--- src/rtl/exmem_pipe_reg.sv ---
// EX/MEM pipeline register with valid bit, stall hold, flush bubble insertion
// and saturating stall/bubble performance counters.
module exmem_pipe_reg #(
  parameter int DATA_W            = 32,
  parameter int RADDR_W           = 5,
  parameter int WB_W              = 2,
  parameter int M_W               = 3,
  parameter int CNT_W             = 16,
  parameter int CLR_DATA_ON_FLUSH = 0
) (
  input  logic               clk,
  input  logic               rst_n,
  input  logic               stall,
  input  logic               flush,
  input  logic               cnt_clr,
  input  logic               EX_valid,
  input  logic [DATA_W-1:0]  EX_PCaddr,
  input  logic               EX_zf,
  input  logic [DATA_W-1:0]  EX_ALUres,
  input  logic [DATA_W-1:0]  EX_WrData,
  input  logic [RADDR_W-1:0] EX_RegWr,
  input  logic [WB_W-1:0]    EX_WB,
  input  logic [M_W-1:0]     EX_M,
  output logic               MEM_valid,
  output logic [DATA_W-1:0]  MEM_PCaddr,
  output logic               MEM_zf,
  output logic [DATA_W-1:0]  MEM_ALUres,
  output logic [DATA_W-1:0]  MEM_WrData,
  output logic [RADDR_W-1:0] MEM_RegWr,
  output logic [WB_W-1:0]    MEM_WB,
  output logic [M_W-1:0]     MEM_M,
  output logic [CNT_W-1:0]   stall_cnt,
  output logic [CNT_W-1:0]   bubble_cnt
);

  localparam logic [CNT_W-1:0] CNT_ONE = CNT_W'(1);

  logic               valid_q,  valid_d;
  logic [DATA_W-1:0]  pc_q,     pc_d;
  logic               zf_q,     zf_d;
  logic [DATA_W-1:0]  alu_q,    alu_d;
  logic [DATA_W-1:0]  wdata_q,  wdata_d;
  logic [RADDR_W-1:0] regwr_q,  regwr_d;
  logic [WB_W-1:0]    wb_q,     wb_d;
  logic [M_W-1:0]     m_q,      m_d;
  logic [CNT_W-1:0]   stall_cnt_q,  stall_cnt_d;
  logic [CNT_W-1:0]   bubble_cnt_q, bubble_cnt_d;

  logic load;
  logic stall_inc;
  logic bubble_inc;

  assign load       = !flush && !stall;
  assign stall_inc  = stall && !flush;
  assign bubble_inc = flush || (load && !EX_valid);

  always_comb begin
    valid_d = valid_q;
    pc_d    = pc_q;
    zf_d    = zf_q;
    alu_d   = alu_q;
    wdata_d = wdata_q;
    regwr_d = regwr_q;
    wb_d    = wb_q;
    m_d     = m_q;
    if (flush) begin
      valid_d = 1'b0;
      zf_d    = 1'b0;
      regwr_d = '0;
      wb_d    = '0;
      m_d     = '0;
      if (CLR_DATA_ON_FLUSH != 0) begin
        pc_d    = '0;
        alu_d   = '0;
        wdata_d = '0;
      end
    end else if (load) begin
      valid_d = EX_valid;
      pc_d    = EX_PCaddr;
      zf_d    = EX_zf;
      alu_d   = EX_ALUres;
      wdata_d = EX_WrData;
      // An invalid slot must never carry write enables into MEM/WB.
      regwr_d = EX_valid ? EX_RegWr : '0;
      wb_d    = EX_valid ? EX_WB    : '0;
      m_d     = EX_valid ? EX_M     : '0;
    end
  end

  always_comb begin
    stall_cnt_d  = stall_cnt_q;
    bubble_cnt_d = bubble_cnt_q;
    if (cnt_clr) begin
      stall_cnt_d  = '0;
      bubble_cnt_d = '0;
    end else begin
      if (stall_inc && (stall_cnt_q != '1))
        stall_cnt_d = stall_cnt_q + CNT_ONE;
      if (bubble_inc && (bubble_cnt_q != '1))
        bubble_cnt_d = bubble_cnt_q + CNT_ONE;
    end
  end

  always_ff @(posedge clk or negedge rst_n) begin
    if (!rst_n) begin
      valid_q      <= 1'b0;
      pc_q         <= '0;
      zf_q         <= 1'b0;
      alu_q        <= '0;
      wdata_q      <= '0;
      regwr_q      <= '0;
      wb_q         <= '0;
      m_q          <= '0;
      stall_cnt_q  <= '0;
      bubble_cnt_q <= '0;
    end else begin
      valid_q      <= valid_d;
      pc_q         <= pc_d;
      zf_q         <= zf_d;
      alu_q        <= alu_d;
      wdata_q      <= wdata_d;
      regwr_q      <= regwr_d;
      wb_q         <= wb_d;
      m_q          <= m_d;
      stall_cnt_q  <= stall_cnt_d;
      bubble_cnt_q <= bubble_cnt_d;
    end
  end

  assign MEM_valid  = valid_q;
  assign MEM_PCaddr = pc_q;
  assign MEM_zf     = zf_q;
  assign MEM_ALUres = alu_q;
  assign MEM_WrData = wdata_q;
  assign MEM_RegWr  = regwr_q;
  assign MEM_WB     = wb_q;
  assign MEM_M      = m_q;
  assign stall_cnt  = stall_cnt_q;
  assign bubble_cnt = bubble_cnt_q;

endmodule

--- config.mk ---
export PLATFORM = sky130hd
export DESIGN_NAME = exmem_pipe_reg
export DESIGN_NICKNAME = d
export VERILOG_FILES = /design/src/rtl/exmem_pipe_reg.sv
export SDC_FILE = /design/constraint.sdc
export NUM_CORES = 1
export LEC_CHECK = 0
export CAP_MARGIN = 20
export CELL_PAD_IN_SITES_DETAIL_PLACEMENT = 1
export CELL_PAD_IN_SITES_GLOBAL_PLACEMENT = 1
export CORE_UTILIZATION = 29
export CTS_CLUSTER_DIAMETER = 60
export DETAILED_ROUTE_END_ITERATION = 8
export PLACE_DENSITY_LB_ADDON = 0.1
export SYNTH_ARGS = -nofsm -noshare
export SYNTH_HDL_FRONTEND = slang
export SYNTH_SLANG_ARGS = --single-unit
export TNS_END_PERCENT = 50
--- constraint.sdc ---
create_clock -name clk -period 1.8 [get_ports clk]
set_input_delay 0.18 -clock clk [delete_from_list [all_inputs] [get_ports clk]]
set_output_delay 0.18 -clock clk [all_outputs]
set_load 0.1 [all_outputs]
==> results.sh <==
export IMPL_ys_types=42
export IMPL_synth_area_mm2=0.005904
export IMPL_setup_viol=1
export IMPL_regArea_mm2=0.003611
export IMPL_synth_edff_count=0
export IMPL_fin_crit_sh=1.032
export IMPL_routed_wl_mm=18.84
export IMPL_max_freq_mhz=538.6
export IMPL_cp_required_ns=2.11
export IMPL_critPathMaxFanout=4
export IMPL_place_congestion=0.7764
export IMPL_multi_input_area_mm2=0.002377
export IMPL_drc=0
export IMPL_hold_class="in -> async"
export IMPL_violations="negative setup slack"
export IMPL_nets=883
export IMPL_numClockSinks=140
export IMPL_path_class="reg -> reg"
export IMPL_syn_to_final_growth_pct=65.06
export IMPL_core_area_mm2=0.01972
export IMPL_synthesis_nets=581
export IMPL_post_route_cells_drive_above_1_share=0.4904
export IMPL_worst_slew_pin_slew_ns=0.4558
export IMPL_synthTopCellsByCount="dfrtp_1, mux2_2, a21oi_1, nor2_1, nand2_1"
export IMPL_worst_slack_ns=-0.05675
export IMPL_rsz0062_at_grt="true"
export IMPL_wl_per_cell_um=18.01
export IMPL_antenna_diode_count=0
export IMPL_reg2reg_slack_ns=-0.06
export IMPL_post_drt_via_cell_ratio=4.795
export IMPL_utilization=0.4943
export IMPL_synth_top_cells_by_area="dfrtp_1, mux2_2, a21oi_1, nor2_1, nand2_1"
export IMPL_syn_area_per_cell_um2=12.67
export IMPL_firstDrtPassIters=4
export IMPL_fp_dieH_um=144.7
export IMPL_period_needed_ns=1.857
export IMPL_synth_top_flop_cell="dfrtp_1"
export IMPL_cp_start_kind="flip-flop"
export IMPL_initial_utilization=0.2994
export IMPL_synth_top_cell_area_share=0.5933
export IMPL_drtAntennaViolNets=0
export IMPL_tns_ns=-0.05675
export IMPL_clock_latency_ns=0.42
export IMPL_yosysWarnings=0
export IMPL_cts_tree="done"
export IMPL_rows=51
export IMPL_clockBufferDepth=2
export IMPL_die_x_um=144.7
export IMPL_yosys_area_top_type="dfrtp_1"
export IMPL_grt_max_degree=56
export IMPL_initialDrtViolationCount=101
export IMPL_synth_seq_cells=140
export IMPL_synth_most_common_cell="dfrtp_1"
export IMPL_grt_pass1_wl_mm=29.51
export IMPL_root_buffer="clkbuf_16"
export IMPL_dp_hpwl_mm=14.17
export IMPL_clkTransAtPathRegs_ns=0.06
export IMPL_grt_total_usage=0.1879
export IMPL_hold_slack_ns=0.2458
export IMPL_synth_seq_area_share=0.5933
export IMPL_ys_async_sr_fraction=1.000
export IMPL_final_hold_violation_count=0
export IMPL_leakage_nw=4.132
export IMPL_relSlewSlack=0.6962
export IMPL_status="finished, violations left"
export IMPL_port_buffers=252
export IMPL_end_kind="flip-flop"
export IMPL_maxCapViolations=0
export IMPL_die_area_mm2=0.02094
export IMPL_power_density_mw_per_mm2=1145
export IMPL_fin_skew_ns=0.006938
export IMPL_worstPathArrival_ns=2.17
export IMPL_io_pins=253
export IMPL_slew_violations=0
export IMPL_reg2reg_depth=4
export IMPL_antenna_found_initial=0
export IMPL_synth_cells=466
export IMPL_max_vdd_ir_drop_mv=0.6489
export IMPL_n_fill_cell=2059
export IMPL_cts_buffers=17
export IMPL_grt_pass1_vias=5590
export IMPL_htreeDepth=4
export IMPL_vias=5016
export IMPL_overflow=0
where the power goes:
| part | switching (mW) | internal [mW] |
|---|---|---|
| clock network | 1.48 | 2.01 |
| logic | 3.02 | 0.976 |
| registers | 0.188 | 3.49 |
| total | 4.69 | 6.47 |
layout make-up:
class,count,area share
Clock inverter,13,0.01348
Tap cell,265,0.03402
Inverter,5,0.001926
Sequential cell,140,0.3705
Clock buffer,19,0.04648
Timing Repair Buffer,306,0.2896
Multi-Input combinational cell,298,0.2439
path summary, 6_finish.rpt:
kind	start	endpoint
hold reg to reg	MEM_WrData[28]	MEM_WrData[28]
setup reg to reg	bubble_cnt[9]	bubble_cnt[15]
min in group clk	EX_PCaddr[11]	MEM_PCaddr[11]
setup / recovery	bubble_cnt[9]	bubble_cnt[15]
max in group asynchronous	rst_n	MEM_PCaddr[8]
hold / removal	rst_n	bubble_cnt[0]
sequential cells by signal, indices dropped and copies added (netlist names):
signal / flops
bubble_cnt: 16
MEM_M: 3
MEM_PCaddr: 32
MEM_WrData: 32
MEM_ALUres: 32
MEM_WB: 2
MEM_valid: 1
MEM_zf: 1
stall_cnt: 16
MEM_RegWr: 5
logic make-up after synthesis:
logic type	Yosys count	share of synthesized area
DFF	140	0.5933
muxes	104	0.1979
buffers and inverters	28	0.01865
and+or+nand+nor	129	0.1212
AOI/OAI and AO/OA	63	0.06463
adders and majority gates	2	0.004238
what timing repair did:
item | 4_1_cts | 5_1_grt
resized for setup | 0 | 10
pin swaps | 0 | 5
hold buffers | 1 | 0
endpoints found under the setup margin | 1 | 9
buffers inserted | 0 | 3
endpoints found under the hold margin | 39 | 0
through the flow:
step	total power, mW	setup WS, ns	instance area, µm²	std cells
CTS	11.31	-0.04482	9689	1043
global route	11.56	-0.09466	9746	1046
global placement	7.693	-0.1844	9095	1010
finish	11.16	-0.05675	9746	1046
floorplan	6.633	-0.2437	6061	466
detailed placement	7.761	-0.2831	9095	1010
metal layers:
metal | global-route usage | up-vias | part of all wire
li1 | - | 2301 | -
met1 | 0.2010 | 2545 | 0.37
met2 | 0.3406 | 145 | 0.54
met3 | 0.06120 | 25 | 0.069
met4 | 0.07424 | 0 | 0.019
met5 | 0 | - | 0
placed cells by master, fill, tap and decap left out, types with 7 or more instances in the layout:
cell             synthesis  final
mux2_2                 102    102
a21oi_1                 31     28
or4_1                   10      8
nor2b_1                  8      8
clkdlybuf4s50_1          0    111
dfrtp_4                  0     27
nor2_1                  29     28
nand4_1                 10     10
buf_4                    0    173
or3_1                    7      7
o21ai_0                 11     11
nand3_1                 11     11
dfrtp_1                140    108
buf_12                   0     19
o31ai_1                  8      8
clkbuf_16                0     17
nand2_1                 21     20
critical path, cell delays in order (launching register included):
cell and delay [ns]:
dfrtp_4 0.43, nand4_4 0.12, or4_4 0.52, or4_4 0.53, and3_4 0.16
Note: power is estimated with default switching activity, not from simulation.
